File: config.mk
export PLATFORM = sky130hd
export DESIGN_NAME = microp_ram_copier
export DESIGN_NICKNAME = d
export VERILOG_FILES = /design/src/rtl/microp_copier_pkg.sv /design/src/rtl/microp_ram_copier.sv
export SDC_FILE = /design/constraint.sdc
export NUM_CORES = 1
export LEC_CHECK = 0
export BUFFER_PORTS_ARGS = -buffer_cell sky130_fd_sc_hd__buf_2
export CAP_MARGIN = 20
export CELL_PAD_IN_SITES_DETAIL_PLACEMENT = 0
export CELL_PAD_IN_SITES_GLOBAL_PLACEMENT = 1
export CORE_ASPECT_RATIO = 0.5
export CORE_MARGIN = 2
export CORE_UTILIZATION = 40
export CTS_CLUSTER_DIAMETER = 30
export DETAILED_ROUTE_END_ITERATION = 8
export PLACE_DENSITY_LB_ADDON = 0.1
export SYNTH_ARGS = -nofsm -noshare
export SYNTH_HDL_FRONTEND = slang
export SYNTH_SLANG_ARGS = --single-unit
File: constraint.sdc
create_clock -name clk -period 2.5 [get_ports clk]
set_input_delay 0.375 -clock clk [delete_from_list [all_inputs] [get_ports clk]]
set_output_delay 0.375 -clock clk [all_outputs]
set_load 0.01 [all_outputs]
File: src/rtl/microp_copier_pkg.sv
// Shared definitions for the RAM copier Avalon-MM master.
//   MODE_*      : encodings of the 2-bit mode input
//   state_e     : FSM states (IDLE, RD, WR, FIN)
//   WORD_BYTES  : byte stride between consecutive words
package microp_copier_pkg;

  localparam logic [1:0] MODE_COPY  = 2'd0;
  localparam logic [1:0] MODE_FILL  = 2'd1;
  localparam logic [1:0] MODE_CHECK = 2'd2;
  localparam logic [1:0] MODE_RSVD  = 2'd3;

  localparam int unsigned WORD_BYTES = 4;

  typedef enum logic [1:0] {
    ST_IDLE = 2'd0,
    ST_RD   = 2'd1,
    ST_WR   = 2'd2,
    ST_FIN  = 2'd3
  } state_e;

endpackage

File: src/rtl/microp_ram_copier.sv
// Avalon-MM (non-pipelined) master that copies, fills or checks a word-aligned
// range of the on-chip RAM.
//
// Ports:
//   clk, reset_n        : clock, asynchronous active-low reset
//   start               : 1-cycle job request, only accepted in IDLE
//   abort               : level, honoured at access boundaries
//   mode                : 0 COPY, 1 FILL, 2 CHECK, 3 reserved (error)
//   src_addr, dst_addr  : byte addresses, latched at start
//   len                 : word count, latched at start
//   pattern             : fill / compare word, latched at start
//   busy, done, error   : job status (done is a 1-cycle pulse in FIN)
//   mismatch_cnt        : saturating CHECK mismatch count
//   avm_*               : Avalon-MM master signals
//   dbg_state           : current FSM state for observation
//
// Handshake: an access is issued by holding avm_read or avm_write high (never
// both) together with address/data; it completes in the cycle where
// avm_waitrequest is low. All request signals are functions of registered
// state only, so they stay stable for as long as the slave stalls.
module microp_ram_copier
  import microp_copier_pkg::*;
#(
  parameter int unsigned ADDR_W = 16,
  parameter int unsigned DATA_W = 32,
  parameter int unsigned LEN_W  = 14,
  parameter int unsigned CNT_W  = 14
) (
  input  logic                clk,
  input  logic                reset_n,
  input  logic                start,
  input  logic                abort,
  input  logic [1:0]          mode,
  input  logic [ADDR_W-1:0]   src_addr,
  input  logic [ADDR_W-1:0]   dst_addr,
  input  logic [LEN_W-1:0]    len,
  input  logic [DATA_W-1:0]   pattern,
  output logic                busy,
  output logic                done,
  output logic                error,
  output logic [CNT_W-1:0]    mismatch_cnt,
  output logic [ADDR_W-1:0]   avm_address,
  output logic                avm_read,
  output logic                avm_write,
  output logic [DATA_W/8-1:0] avm_byteenable,
  output logic [DATA_W-1:0]   avm_writedata,
  input  logic [DATA_W-1:0]   avm_readdata,
  input  logic                avm_waitrequest,
  output logic [1:0]          dbg_state
);

  state_e             state_q, state_d;
  logic [1:0]         mode_q, mode_d;
  logic [ADDR_W-1:0]  src_q, src_d;
  logic [ADDR_W-1:0]  dst_q, dst_d;
  logic [LEN_W-1:0]   cnt_q, cnt_d;
  logic [DATA_W-1:0]  pat_q, pat_d;
  logic [DATA_W-1:0]  rdata_q, rdata_d;
  logic               error_q, error_d;
  logic [CNT_W-1:0]   mism_q, mism_d;
  logic               abort_q, abort_d;

  logic bad_params;
  logic abort_any;
  logic last_word;

  // Which addresses a mode uses decides which alignment faults count.
  always_comb begin
    bad_params = 1'b0;
    if (mode == MODE_RSVD) begin
      bad_params = 1'b1;
    end
    if ((mode == MODE_COPY || mode == MODE_CHECK) && src_addr[1:0] != 2'b00) begin
      bad_params = 1'b1;
    end
    if ((mode == MODE_COPY || mode == MODE_FILL) && dst_addr[1:0] != 2'b00) begin
      bad_params = 1'b1;
    end
  end

  // abort_q remembers an abort pulse that arrived between boundaries
  // (including one coinciding with the accepted start).
  assign abort_any = abort | abort_q;
  assign last_word = (cnt_q == LEN_W'(1));

  always_comb begin
    state_d = state_q;
    mode_d  = mode_q;
    src_d   = src_q;
    dst_d   = dst_q;
    cnt_d   = cnt_q;
    pat_d   = pat_q;
    rdata_d = rdata_q;
    error_d = error_q;
    mism_d  = mism_q;
    abort_d = abort_q;

    case (state_q)
      ST_IDLE: begin
        if (start) begin
          mode_d  = mode;
          src_d   = src_addr;
          dst_d   = dst_addr;
          cnt_d   = len;
          pat_d   = pattern;
          error_d = 1'b0;
          mism_d  = '0;
          abort_d = abort;
          if (bad_params) begin
            error_d = 1'b1;
            state_d = ST_FIN;
          end else if (len == '0) begin
            state_d = ST_FIN;
          end else if (mode == MODE_FILL) begin
            state_d = ST_WR;
          end else begin
            state_d = ST_RD;
          end
        end
      end

      ST_RD: begin
        abort_d = abort_any;
        if (!avm_waitrequest) begin
          src_d = src_q + ADDR_W'(WORD_BYTES);
          if (mode_q == MODE_COPY) begin
            // The paired write always follows, even if abort is pending.
            rdata_d = avm_readdata;
            state_d = ST_WR;
          end else begin
            if (avm_readdata != pat_q) begin
              error_d = 1'b1;
              if (mism_q != {CNT_W{1'b1}}) begin
                mism_d = mism_q + CNT_W'(1);
              end
            end
            cnt_d = cnt_q - LEN_W'(1);
            if (abort_any) begin
              error_d = 1'b1;
              state_d = ST_FIN;
            end else if (last_word) begin
              state_d = ST_FIN;
            end
          end
        end
      end

      ST_WR: begin
        abort_d = abort_any;
        if (!avm_waitrequest) begin
          dst_d = dst_q + ADDR_W'(WORD_BYTES);
          cnt_d = cnt_q - LEN_W'(1);
          if (abort_any) begin
            error_d = 1'b1;
            state_d = ST_FIN;
          end else if (last_word) begin
            state_d = ST_FIN;
          end else if (mode_q == MODE_COPY) begin
            state_d = ST_RD;
          end
        end
      end

      ST_FIN: begin
        abort_d = 1'b0;
        state_d = ST_IDLE;
      end

      default: state_d = ST_IDLE;
    endcase
  end

  always_ff @(posedge clk or negedge reset_n) begin
    if (!reset_n) begin
      state_q <= ST_IDLE;
      mode_q  <= '0;
      src_q   <= '0;
      dst_q   <= '0;
      cnt_q   <= '0;
      pat_q   <= '0;
      rdata_q <= '0;
      error_q <= 1'b0;
      mism_q  <= '0;
      abort_q <= 1'b0;
    end else begin
      state_q <= state_d;
      mode_q  <= mode_d;
      src_q   <= src_d;
      dst_q   <= dst_d;
      cnt_q   <= cnt_d;
      pat_q   <= pat_d;
      rdata_q <= rdata_d;
      error_q <= error_d;
      mism_q  <= mism_d;
      abort_q <= abort_d;
    end
  end

  always_comb begin
    avm_read       = (state_q == ST_RD);
    avm_write      = (state_q == ST_WR);
    avm_address    = '0;
    avm_writedata  = '0;
    avm_byteenable = '0;
    if (state_q == ST_RD) begin
      avm_address    = src_q;
      avm_byteenable = '1;
    end else if (state_q == ST_WR) begin
      avm_address    = dst_q;
      avm_byteenable = '1;
      avm_writedata  = (mode_q == MODE_COPY) ? rdata_q : pat_q;
    end
  end

  assign busy         = (state_q == ST_RD) || (state_q == ST_WR);
  assign done         = (state_q == ST_FIN);
  assign error        = error_q;
  assign mismatch_cnt = mism_q;
  assign dbg_state    = state_q;

endmodule

**Word level (Yosys, flattened, before mapping)**

Index checks and enable logic that the tools add are counted.

- Reduce and logical (&&, ||, !) cells: 23
- Mux-type cells: 51
- Div/mod/pow operators: 0
- Equality and inequality tests: 19
- Add/subtract/negate cells: 4
- $lt $le $gt $ge: 0
- Multipliers: 0
- Shift operators: 0
- Bitwise gates (word level): 2

Operator list:

| kind | number |
|---|---|
| $mux 14 | 9 |
| $mux 16 | 6 |
| $mux 32 | 3 |
| $pmux 16 s2 | 2 |
| $pmux 14 s3 | 1 |
| $add 16x3->16 const B | 2 |
| $ne 32x32->1 | 1 |
| $pmux 14 s2 | 1 |
| $mux 2 | 12 |
| $add 14x1->14 const B | 1 |
| $eq 14x1->1 const B | 1 |
| $logic_not 14->1 | 1 |
| $ne 14x14->1 const B | 1 |
| $sub 14x1->14 const B | 1 |
| $mux 1 | 12 |
| $reduce_and 5->1 | 2 |
| $reduce_and 3->1 | 3 |
| $eq 2x2->1 const B | 4 |
| $mux 4 | 2 |
| $ne 2x2->1 const B | 4 |
| $ne 4x1->1 const B | 2 |
| $pmux 2 s4 | 1 |
| $reduce_bool 2->1 | 4 |
| $reduce_and 7->1 | 1 |
| 13 further kinds | 22 |

- Memory bits (writable): 0
- Input bits: 117
- Memories: 0
- Bits in latches: 0
- Register bits: 130
- Bits in read-only memories: 0

**Longest topological paths before layout**

Gate-level depths: netlist of run 1.

- Depth after elaboration: 8
- Gate-level depth with buffers: 10
- Depth with buffers taken out: 8

**Worst setup path after synthesis of run 1**

OpenSTA, ideal clock, no wires.

- Kind: reg2out
- Start: register state_q[1] (netlist: dbg_state[1])
- End: output avm_address[0]
- Arrival: 1,818 ps
- Path slack: 307 ps
- Stages on the path, launching flop included: 7
- Path buffers: 3
- Path through: dfrtp_1 -> inv_1 -> ha_1 -> buf_2 -> clkbuf_1 -> clkbuf_1 -> a22o_1

- Elaborated cells between the ends (all ways): 4

RTL lines:

| element | line | source |
|---|---|---|
| from (decl) | microp_ram_copier.sv:52 | `state_e state_q, state_d;` |
| from (signal assigned) | microp_ram_copier.sv:186 | `state_q <= state_d;` |
| $eq 2x1->1 | - |  |
| net avm_read | microp_ram_copier.sv:43 | `output logic avm_read,` |
| $mux 16 | microp_ram_copier.sv:205 | `if (state_q == ST_RD) begin` |
| to (decl) | microp_ram_copier.sv:42 | `output logic [ADDR_W-1:0] avm_address,` |

The timed path passes the listed nets, and every way through them passes these cells.

**Worst setup path after layout of run 1**

- Start: register state_q[1] (netlist: dbg_state[1])
- End: output avm_writedata[29]

- Word-level cells in the longest chain between the ends: 3
- Elaborated cells between the ends (all ways): 4

RTL lines:

| element | line | source |
|---|---|---|
| $eq 2x2->1 | microp_ram_copier.sv:208 | `end else if (state_q == ST_WR) begin` |
| $mux 32 | microp_ram_copier.sv:208 |  |
| $mux 32 (*) | microp_ram_copier.sv:205 |  |
| to (decl) | microp_ram_copier.sv:46 | `output logic [DATA_W-1:0] avm_writedata,` |

Every way passes the cells marked *; elsewhere a longest branch is shown, timed or not.

==> results of run 1 <==
[synthesized netlist by cell type, drive strengths merged (5+ instances only)]
master | count | area (um2)
a31oi | 5 | 31.3
a22o | 19 | 166
inv | 9 | 33.8
mux2i | 16 | 160
ha | 10 | 125
a21oi | 76 | 380
nand3 | 37 | 185
o21ai | 34 | 170
and3 | 17 | 106
dfrtp | 130 | 3250
xor2 | 32 | 280
nor4 | 15 | 109
clkbuf | 25 | 93.8
o211ai | 5 | 37.5
buf | 26 | 150
nand4 | 9 | 56.3
mux2 | 69 | 777
o22ai | 31 | 194
nand2 | 119 | 454
nor2 | 35 | 131
a211oi | 6 | 45.0
nor3 | 9 | 45.0
[worst max-delay path by stage]
| stage | to | slack [ns] |
|---|---|---|
| floorplan | avm_address[0] | 0.31 |
| global placement | avm_address[8] | 0.15 |
| detailed placement | avm_address[9] | 0.06 |
| CTS | avm_writedata[7] | 0.05 |
| global route | avm_writedata[29] | 0.004 |
| finish | avm_writedata[29] | 0.11 |
[routing by layer]
layer	global-route usage (%)	part of all wire (%)	routed length [um]	vias to the layer above
met3	7.86	7.1	1590	22
met2	36.3	45	10000	135
met4	5.96	1.0	223	6
li1	-	-	-	3244
met1	31.3	47	10400	3260
met5	0	0.15	34	-
[power by group]
group	switching, mW	internal [mW]
Sequential	0.973	3.12
Combinational	3.47	2.70
Clock	0.951	1.35
[registers in the layout, summed over array words and instances (netlist names)]
| signal | cells |
|---|---|
| pat_q | 32 |
| src_q | 16 |
| cnt_q | 14 |
| abort_q | 1 |
| error | 1 |
| dbg_state | 2 |
| mismatch_cnt | 14 |
| rdata_q | 32 |
| mode_q | 2 |
| dst_q | 16 |
[critical path, delay by kind of cell (launching register included)]
family	cells	cell delay, ns
AOI/OAI and AO/OA	1	0.09
and+or+nand+nor	1	0.16
DFF	1	0.40
adders and majority gates	1	0.22
buffers and inverters	4	0.71
[stage by stage]
stage | hold WS, ns | total power [mW] | util [%] | std cells
2_1_floorplan | 0.0794 | 8.22 | - | 787
3_3_place_gp | 0.327 | 10.1 | 47.5 | 1191
3_5_place_dp | 0.328 | 10.3 | 47.5 | 1191
4_1_cts | 0.167 | 12.6 | 50.5 | 1223
5_1_grt | 0.172 | 13.6 | 50.6 | 1224
6_report | 0.184 | 12.6 | 50.6 | 1225
[placed cells by master (no fill, tap or decap), types with 3 or more instances in the layout]
cell	netlist	layout
and3_1	17	17
nor2_1	35	32
xor2_1	32	32
mux2_2	69	69
nand3_1	37	37
clkbuf_16	0	17
a21oi_1	76	75
nand4_1	9	9
a22o_1	19	19
dfrtp_1	130	130
nor4_1	14	14
o21ai_0	34	34
o221a_2	3	3
buf_4	8	23
nor3_1	9	9
ha_1	10	8
a211oi_1	6	6
buf_2	6	188
or2_2	4	4
nand2b_1	4	4
and2_1	3	3
nor3b_1	4	4
a41oi_1	3	3
mux2i_1	16	16
buf_12	0	3
clkinv_2	0	8
nand2_1	118	117
inv_1	9	9
a31oi_1	5	5
o211ai_1	5	5
o22ai_1	31	31
nand4b_1	3	3
[cell families after synthesis]
group | Yosys count | synth area share, %
DFF | 130 | 43.8
xor gates and xnor gates | 32 | 3.78
buffers and inverters | 60 | 3.74
adders and majority gates | 10 | 1.69
AOI/OAI and AO/OA | 201 | 17.0
muxes | 85 | 12.6
and+or+nand+nor | 269 | 17.4
[final cells by class]
type | instances | area share (%)
Inverter | 9 | 0.364
Clock inverter | 12 | 1.01
Antenna cell | 1 | 0.0270
Multi-Input combinational cell | 597 | 42.5
Clock buffer | 19 | 4.67
Timing Repair Buffer | 217 | 13.1
Sequential cell | 130 | 35.1
Tap cell | 240 | 3.24
[timing repair]
item,CTS,global route
endpoints found under the setup margin,18,50
hold endpoints to repair,36,0
gates resized for setup,3,6
hold buffers,1,0
pin swaps,0,0
setup buffers,0,1
==> flow_summary.json, run 1 <==
{
  "syn_area_per_cell_um2": 9.43,
  "rows": 35,
  "rr_worst_depth": 7,
  "die_h_um": 100,
  "clk-insertion-delay-late_ns": 0.42,
  "tightest_slew_ns": 0.577,
  "track_usage_pct": 23.3,
  "dieArea_mm2": 0.0197,
  "hold_viol_final": 0,
  "critPathLaunch": "dbg_state[1]",
  "ys_ff_latch": 130,
  "dp_slack_ns": 0.0588,
  "skew_ns": 0.0101,
  "vias": 6667,
  "fmax_mhz": 418,
  "wl_per_cell_um": 18.2,
  "cts_root_buf": "clkbuf_16",
  "worst_slack_ns": 0.108,
  "ys_seq_area_share_pct": 43.8,
  "path_cells": "inv_1 > ha_2 > buf_4 > nand2b_1 > buf_8 > a21oi_1 > buf_2",
  "drt-pass1-iter-count": 7,
  "arrival_ns": 2.02,
  "synth_warnings": 0,
  "dp_hpwl_mm": 15.7,
  "netlist_instances": 787,
  "power.density_mw_per_mm2": 1350,
  "setup-violations-final": 0,
  "period_needed_ns": 2.39,
  "place_area_mm2": 0.00870,
  "r2r_setup_slack_ns": 0.19,
  "crit_path_start_kind": "flip-flop",
  "fin_nets": 1099,
  "async_reset_ff_share_pct": 100,
  "holdPathStages": 2,
  "fin_area_mm2": 0.00927,
  "ios": 190,
  "ys.flop_type": "dfrtp_1",
  "drive_gt1_share_pct": 34.1,
  "grt_pass1_vias": 6526,
  "synth_cell_types": 55,
  "max_stage_delay_ns": 0.40,
  "initial_core_util_pct": 40.6,
  "slew_violations": 0,
  "grt_pass1_wl_mm": 35.6,
  "worstPathMaxFanout": 32,
  "tns_ns": 0,
  "relSlewSlack_pct": 61.5,
  "hold_path.class": "in2reg",
  "cts-htree-levels": 4,
  "regArea_mm2": 0.00325,
  "min_from": "pattern[19]",
  "crit_path_top_delay_cell": "dfrtp_1",
  "totalWireLength_mm": 22.3,
  "place_congestion": 0.803,
  "fillers": 1775,
  "core-area_mm2": 0.0183,
  "grt.overflow.total": 0,
  "clock_path_buffers": 2,
  "crit_type": "reg2out",
  "outcome": "completed",
  "dieWidth_um": 197,
  "rr_startpoint": "pat_q[11]",
  "synth_area_mm2": 0.00742,
  "clk_pin_slew_worst_paths_ns": 0.06,
  "viasPerCell": 5.44,
  "leakagePower_nw": 4.32,
  "multi_input_area_mm2": 0.00394,
  "rsz0062_at_grt": "false",
  "synth_nets": 914,
  "numCtsBuffers": 17,
  "ir_drop_v": 0.000610,
  "antenna_found_initial": 4,
  "synth_edf_count": 0,
  "final_antenna_net_count": 0,
  "whs_endpoint": "pat_q[19]",
  "critPathRequiredTime_ns": 2.12,
  "areaGrowthSynthToFinish_pct": 24.9,
  "io_buffers": 189,
  "drc": 0,
  "r2r_end": "mismatch_cnt[5]",
  "grt_max_degree": 49,
  "endpoint_kind": "primary output",
  "cts_tree": "yes",
  "drt_iter0_markers": 347,
  "finalCritPeriodShare_pct": 95.7,
  "max-cap-violations": 0,
  "clock_sinks": 130
}
(Power assumes the default switching activity.)
==> run 2: changes to the inputs <==
--- a/config.mk
+++ b/config.mk
@@ -15,6 +15,7 @@
 export CTS_CLUSTER_DIAMETER = 30
 export DETAILED_ROUTE_END_ITERATION = 8
 export PLACE_DENSITY_LB_ADDON = 0.1
+export RECOVER_POWER = 50
 export SYNTH_ARGS = -nofsm -noshare
 export SYNTH_HDL_FRONTEND = slang
 export SYNTH_SLANG_ARGS = --single-unit
==> run 2 against run 1 <==
Critical path depth unchanged. Utilization fell by 0.34 points. Maximum frequency up 0.29%. Final cell count did not move. Sequential share of layout area up 0.24 points. Total power shrank 0.44%. Routed wire length shrank 0.20%. Die area stayed put. Clock power is essentially flat. Combinational power is 1% lower.
==> flow_summary.json, run 2 (same netlist as run 1, synthesis figures left out) <==
{
  "skew_ns": 0.0102,
  "cts_tree": "yes",
  "fmax_mhz": 419,
  "wl_per_cell_um": 18.1,
  "worstPathMaxFanout": 32,
  "drt_iter0_markers": 344,
  "p_sw_share_pct": 43.0,
  "fillers": 1783,
  "grt.overflow.total": 0,
  "io_buffers": 189,
  "dr.max_layer_used": "met5",
  "clock_path_buffers": 2,
  "track_usage_pct": 23.3,
  "max-cap-violations": 0,
  "final_common_cell": "buf_2",
  "period_needed_ns": 2.39,
  "drc": 0,
  "reg_top3": "pat_q (32), rdata_q (32)",
  "dp.cells": 1191,
  "rr_startpoint": "pat_q[11]",
  "met3_length_mm": 1.64,
  "ir_drop_v": 0.000611,
  "r2r_setup_slack_ns": 0.17,
  "drt-pass1-iter-count": 5,
  "arrival_ns": 2.01,
  "layout_common_cells": "buf_2 (170), dfrtp_1 (130), nand2_1 (117)",
  "grt_max_degree": 49,
  "critPathLaunch": "dbg_state[1]",
  "place_congestion": 0.803,
  "multi_input_area_mm2": 0.00394,
  "layout.cells.non_filler": 1225,
  "worst_slack_ns": 0.115,
  "cts-htree-levels": 4,
  "crit_path_end": "avm_writedata[29]",
  "dieWidth_um": 197,
  "rr_worst_depth": 7,
  "p_int_mw": 7.12,
  "core-area_mm2": 0.0183,
  "dp_hpwl_mm": 15.7,
  "setup-violations-final": 0,
  "hold_ws_ns": 0.182,
  "tightest_slew_ns": 1.07,
  "clock_power_share_pct": 18.4,
  "power.density_mw_per_mm2": 1360,
  "drive_gt1_share_pct": 32.2,
  "clk-insertion-delay-late_ns": 0.42,
  "dieArea_mm2": 0.0197,
  "fin_nets": 1099,
  "endpoint_kind": "primary output",
  "ios": 190,
  "rows": 35,
  "numCtsBuffers": 17,
  "regArea_mm2": 0.00325,
  "tns_ns": 0,
  "initial_core_util_pct": 40.6,
  "power_mw": 12.5,
  "p_comb_share_pct": 48.9,
  "grt_pass1_wl_mm": 35.6,
  "totalWireLength_mm": 22.2,
  "hold_viol_final": 0,
  "wl_met2_mm": 10.0,
  "fin_area_mm2": 0.00921,
  "leakagePower_nw": 4.23,
  "crit_path_start_kind": "flip-flop",
  "vias": 6666,
  "wl_met1_mm": 10.3,
  "relSlewSlack_pct": 28.6,
  "antenna_found_initial": 4,
  "critPathRequiredTime_ns": 2.12,
  "rsz0062_at_grt": "false",
  "finish.utilization_pct": 50.3,
  "viasPerCell": 5.44,
  "outcome": "completed",
  "seqPwrFrac_pct": 32.7,
  "cts_root_buf": "clkbuf_16",
  "final_antenna_net_count": 0,
  "power.switching_mw": 5.38,
  "place_area_mm2": 0.00870,
  "clk_pin_slew_worst_paths_ns": 0.06,
  "grt_pass1_vias": 6526,
  "finalCritPeriodShare_pct": 95.4,
  "die_h_um": 100,
  "r2r_end": "mismatch_cnt[5]",
  "hold_path.class": "in2reg",
  "dp_slack_ns": 0.0588,
  "crit_type": "reg2out",
  "slew_violations": 0,
  "clock_sinks": 130,
  "areaGrowthSynthToFinish_pct": 24.0
}
==> run 2: final cells by class <==
cell class	instances	area share, %
clock buffers	19	4.70
clock inverters	12	1.02
diodes	1	0.0272
well taps	240	3.26
inverters	9	0.367
multi-input cells	597	42.8
flip-flops and latches	130	35.3
repair buffers	217	12.5
==> run 2: what timing repair did <==
item / CTS / global route
gates resized for setup: 3 / 6
buffers inserted: 0 / 1
hold endpoints to repair: 36 / 0
hold buffers: 1 / 0
setup endpoints to repair: 18 / 50
==> run 2: worst min path at each step <==
stage                           end  depth (start not counted)   startpoint
global route              pat_q[19]                          2  pattern[19]
global placement    mismatch_cnt[0]                          1      reset_n
finish                    pat_q[19]                          2  pattern[19]
detailed placement  mismatch_cnt[0]                          1      reset_n
floorplan                   abort_q                          0      reset_n
CTS                       pat_q[19]                          2  pattern[19]
==> run 2: worst max-delay path: stages, from the launching register on <==
cell and delay, ns:
dfrtp_1 0.40, inv_1 0.11, ha_2 0.22, buf_4 0.18
nand2b_1 0.16, buf_8 0.25, a21oi_1 0.09, buf_2 0.16
==> run 2: power groups by stage <==
stage	Clock (mW)	Combinational (mW)	Sequential, mW
after floorplan	0	4.37	3.85
after global placement	0	6.03	4.08
after detailed placement	0	6.14	4.12
after CTS	2.36	6.19	4.08
after global routing	2.47	6.86	4.26
final	2.30	6.11	4.09
==> run 2: routing by layer <==
layer  track usage [%]  vias up
li1                  -     3240
met1              31.3     3244
met2              36.3      154
met3              7.86       22
met4              5.96        6
met5                 0        -
